## config.mk

```make
export PLATFORM = sky130hd
export DESIGN_NAME = thread_sched
export DESIGN_NICKNAME = d
export VERILOG_FILES = /design/src/rtl/sik_pkg.sv /design/src/rtl/thread_sched_rr_pick2.sv /design/src/rtl/thread_sched.sv
export SDC_FILE = /design/constraint.sdc
export NUM_CORES = 1
export LEC_CHECK = 0
export ABC_AREA = 1
export CAP_MARGIN = 30
export CELL_PAD_IN_SITES_DETAIL_PLACEMENT = 1
export CELL_PAD_IN_SITES_GLOBAL_PLACEMENT = 1
export CORE_MARGIN = 1.5
export CORE_UTILIZATION = 34
export CTS_CLUSTER_DIAMETER = 80
export DETAILED_ROUTE_END_ITERATION = 12
export GPL_TIMING_DRIVEN = 0
export PLACE_DENSITY = 0.9
export SLEW_MARGIN = 10
export SYNTH_ARGS = -nofsm -noshare
export SYNTH_HDL_FRONTEND = slang
export SYNTH_SLANG_ARGS = --single-unit
```

## constraint.sdc

```tcl
create_clock -name clk -period 2.5 [get_ports clk]
set_input_delay 0.25 -clock clk [delete_from_list [all_inputs] [get_ports clk]]
set_output_delay 0.25 -clock clk [all_outputs]
set_load 0.02 [all_outputs]
```

## src/rtl/sik_pkg.sv

```systemverilog
// Shared definitions for the two-thread stack processor: opcodes, the idle
// instruction word, and the prefix-lock state encoding.
package sik_pkg;

  localparam int unsigned SIK_WIDTH = 16;

  localparam logic [3:0]  OP_PRE  = 4'hF;
  localparam logic [15:0] NOOP_IR = 16'h003F;

  typedef enum logic [1:0] {
    LK_NONE = 2'd0,
    LK_0    = 2'd1,
    LK_1    = 2'd2
  } lock_t;

endpackage

```

## src/rtl/thread_sched_rr_pick2.sv

```systemverilog
// Combinational 2-way round-robin picker; an active lock restricts the choice
// to the locked thread alone.
module rr_pick2
  import sik_pkg::*;
(
  input  logic [1:0] eligible,
  input  logic       rr,
  input  lock_t      lock,
  output logic       sel_valid,
  output logic       sel
);

  always_comb begin
    sel_valid = 1'b0;
    sel       = rr;
    case (lock)
      LK_0: begin
        sel       = 1'b0;
        sel_valid = eligible[0];
      end
      LK_1: begin
        sel       = 1'b1;
        sel_valid = eligible[1];
      end
      default: begin
        if (eligible[rr]) begin
          sel       = rr;
          sel_valid = 1'b1;
        end else if (eligible[~rr]) begin
          sel       = ~rr;
          sel_valid = 1'b1;
        end
      end
    endcase
  end

endmodule

```

## src/rtl/thread_sched.sv

```systemverilog
// Issue scheduler: picks one thread's instruction per cycle, keeps pre-prefixes
// atomic with their successor, and tracks per-thread retirement and global halt.
module thread_sched
  import sik_pkg::*;
#(
  parameter int unsigned WIDTH = SIK_WIDTH,
  parameter int unsigned CNTW  = 16
) (
  input  logic             clk,
  input  logic             reset,
  input  logic             fetch_valid0,
  input  logic             fetch_valid1,
  input  logic [WIDTH-1:0] fetch_ir0,
  input  logic [WIDTH-1:0] fetch_ir1,
  input  logic             halt_req0,
  input  logic             halt_req1,
  input  logic             stall,
  output logic             fetch_ack0,
  output logic             fetch_ack1,
  output logic             issue_valid,
  output logic             issue_tid,
  output logic [WIDTH-1:0] issue_ir,
  output logic [1:0]       thread_halted,
  output logic             halt,
  output logic [CNTW-1:0]  issue_count
);

  logic             rr;
  lock_t            lock;
  logic [1:0]       eligible;
  logic             sel_valid;
  logic             sel;
  logic [WIDTH-1:0] sel_ir;
  logic             sel_pre;
  logic             take;

  assign eligible[0] = fetch_valid0 & ~thread_halted[0] & ~halt_req0;
  assign eligible[1] = fetch_valid1 & ~thread_halted[1] & ~halt_req1;

  rr_pick2 u_pick (
    .eligible  (eligible),
    .rr        (rr),
    .lock      (lock),
    .sel_valid (sel_valid),
    .sel       (sel)
  );

  assign sel_ir  = sel ? fetch_ir1 : fetch_ir0;
  assign sel_pre = (sel_ir[15:12] == OP_PRE);
  assign take    = ~reset & ~stall & sel_valid;

  assign fetch_ack0 = take & ~sel;
  assign fetch_ack1 = take &  sel;

  always_ff @(posedge clk or posedge reset) begin
    if (reset) begin
      issue_valid   <= 1'b0;
      issue_tid     <= 1'b0;
      issue_ir      <= WIDTH'(NOOP_IR);
      thread_halted <= '0;
      halt          <= 1'b0;
      issue_count   <= '0;
      rr            <= 1'b0;
      lock          <= LK_NONE;
    end else begin
      thread_halted <= thread_halted | {halt_req1, halt_req0};
      halt          <= halt | (&thread_halted);

      if (!stall) begin
        if (sel_valid) begin
          issue_valid <= 1'b1;
          issue_tid   <= sel;
          issue_ir    <= sel_ir;
          issue_count <= issue_count + CNTW'(1);
          rr          <= ~sel;
          lock        <= sel_pre ? (sel ? LK_1 : LK_0) : LK_NONE;
        end else begin
          issue_valid <= 1'b0;
          issue_ir    <= WIDTH'(NOOP_IR);
        end
      end

      // Retiring the locked thread releases the lock even under stall, since
      // that thread can never issue the instruction the lock is waiting for.
      if ((lock == LK_0 && halt_req0) || (lock == LK_1 && halt_req1))
        lock <= LK_NONE;
    end
  end

endmodule

```

==> flow_summary.ini <==
[placement]
hpwl_um = 4289
place_inst = 372
dp_worst_setup_slack_ps = -77.73
port_buffers = 77
gp_congestion = 0.7696

[synth]
seq_area_frac_synth_pct = 49.81
synth.avg_cell_area_um2 = 9.119
syn_area_mm2 = 0.002024
synth_top_area_cell = dfrtp_1
async_flop_share_pct = 100.0
ys_types = 24
ys_top_cells_by_area = dfrtp_1, nand2_1, dfstp_2, nand3_1, nor2_1
synth.top_cell.area_share_pct = 42.03
yosys_warnings = 0
ys_ff_latch = 40
ys.flop_type = dfrtp_1
syn-num-nets = 264
synth_edf_count = 0
yosysMostFrequentCell = nand2_1
ys_top_cells_by_count = nand2_1, dfrtp_1, nand3_1
syn_inst = 222

[power]
vdd.ir_drop.worst_mv = 0.2994
p_total_mw = 1.357
p_leak_nw = 1.365
p_per_area_mw_per_mm2 = 450.1

[global_route]
grt_max_degree = 29
grt_overflow = 0
antenna_found_initial = 0
grt_pass1_wl_um = 9563
grt_pass1_vias = 1954
grt_use_total_pct = 19.44

[worst_setup_path]
crit_chain = inv_1 -> ha_1 -> inv_2 -> nand2_4 -> nand3_1 -> nand2_2 -> nand2_4 -> inv_2 -> nand2_2 -> nor2_1 -> clkbuf_2
cp_max_fo = 9
crit_family = simple AND/OR/NAND/NOR gates
crit_path_top_delay_cell = dfrtp_1
start_kind = flop
critPathMaxStageDelay_ps = 390
path_buf_inv = 4
arrival_ps = 2020
setup.worst_path.class = flop to primary output
cp-end-kind = primary output
critical_path_required_ps = 2250

[cts]
clk-insertion-delay-late_ps = 290
htreeDepth = 2
clock-sinks = 40
numCtsBuffers = 5
cts_root_buffer = clkbuf_8
clock_tree.buffer_depth = 2
cts.reportedPaths.clkPinSlew_ps = 80
tritoncts = yes
holdBufCountCts = 0

[finish]
final_net_count = 350
area_growth_pct = 48.89
instances_no_fill = 381
n_antenna_cell = 0
drive_above_1_share_pct = 17.80

[timing]
finalSetupViolations = 0
timing.fmax_mhz = 441.0
final_max_slew_viol_count = 0
setup_slack_ps = 232.2
hold_viol = 0
timing.hold.ws_ps = 281.6
skew_ps = 10.41
max-slew-margin-rel_pct = 69.14
fin_crit_ps = 2268
min_period_over_period_pct = 90.71
rsz0062_at_grt = false
worstMarginPinSlew_ps = 462.8

[routing]
first_iter_violations = 90
vias_per_cell = 4.790
wl_met2_um = 2904
routedWlPerCell_um = 14.76
drcViolationCount = 0
dr_wl_met3_um = 227
routed.top_layer = met4
final_antenna_net_count = 0
wl_met1_um = 2423
drt-pass1-iter-count = 4
totalWireLength_um = 5622
num_vias = 1825

[die]
core_area_mm2 = 0.005642
dieHeight_um = 80.17
io_pins = 78
die_x_um = 80.17
row_count = 27
die_area_mm2 = 0.006426
initial_core_util_pct = 35.88

[min_path]
min_path_type = input pin to asynchronous set/reset pin

[outcome]
outcome = finished, final reports clean

[run]
cap_viol_max_count = 0
-- worst reg2reg max path, stage by stage (launching register included) --
cell and delay (ps):
dfrtp_1 390, inv_1 60, ha_1 300, inv_2 60
nand2_4 100, nand3_1 90, nand2_2 80, nand2_4 100
nor2_4 150, nand2_2 100, nor2_4 110, nand2_1 70
xnor2_1 120
-- cell type report --
class | count | area (um2)
plain buffers | 4 | 31.28
multi-input cells | 155 | 898.4
clock inverters | 3 | 42.54
well taps | 72 | 90.09
flip-flops and latches | 40 | 1008
inverters | 23 | 86.33
clock buffers | 5 | 68.82
fillers | 662 | 2628
repair buffers | 79 | 788.3
-- where the power goes --
group          total (mW)  internal [mW]  leakage (nW)  switching [mW]
Sequential          0.658          0.653         0.512         0.00545
Clock               0.532          0.296        0.0541           0.237
Combinational       0.166         0.0873         0.799          0.0788
-- final timing paths --
kind	start	to	slack, ps	cells past startpoint
worst max-delay path	lock[0]$_DFFE_PP0P_	fetch_ack0	230	11
worst min-delay path	reset	issue_count[5]$_DFFE_PP0P_	280	2
worst max register to register	lock[0]$_DFFE_PP0P_	issue_count[12]$_DFFE_PP0P_	660	12
worst min register to register	issue_count[15]$_DFFE_PP0P_	issue_count[15]$_DFFE_PP0P_	470	1
max in group asynchronous	reset	rr$_DFFE_PP0P_	1770	3
min in group clk	issue_count[15]$_DFFE_PP0P_	issue_count[15]$_DFFE_PP0P_	470	1
-- metal layers --
metal | vias to the layer above | track usage, %
met1 | 898 | 23.47
li1 | 873 | -
met4 | 0 | 5.172
met2 | 48 | 35.71
met5 | - | 0
met3 | 6 | 2.841
-- through the flow --
stage	instance area, um2	utilization (%)	setup TNS (ps)
3_3_place_gp	2885	51.14	-25.83
3_5_place_dp	2905	51.50	-122.0
2_1_floorplan	2024	-	0
5_1_grt	3014	53.43	0
4_1_cts	3022	53.56	0
6_report	3014	53.43	0
-- cells in the final DEF (no fill, tap or decap), types with 6 or more instances in the layout --
master and instances:
o22ai_1 6, nand2_2 8, nor2_1 22, dfrtp_1 34
inv_1 17, dfstp_2 6, xor2_1 9, nand2_1 44
inv_2 6, clkdlybuf4s50_1 75, nand2_4 7, nand3_1 23
xnor2_1 6, o21ai_0 6, nor2_2 6
-- kinds of logic (layout without fill, tap and decap cells) --
family	Yosys count	in the layout	share of synthesized area [%]
fa+ha+maj	3	3	1.854
xor+xnor	15	15	6.490
simple gates	124	124	32.32
compound gates	13	13	3.709
buf+inv	27	114	5.809
flops	40	40	49.81
-- state kept, by name, indices dropped and copies added (netlist names) --
register,flops
lock,2
issue_valid,1
issue_tid,1
thread_halted,2
issue_count,16
issue_ir,16
rr,1
halt,1
-- what timing repair did --
action,in CTS,in global routing
endpoints found under the hold margin,0,0
resized for setup,2,4
endpoints found under the setup margin,2,2
pin swaps,1,0
gates cloned,0,0
setup buffers,1,0
(Power assumes the default switching activity.)
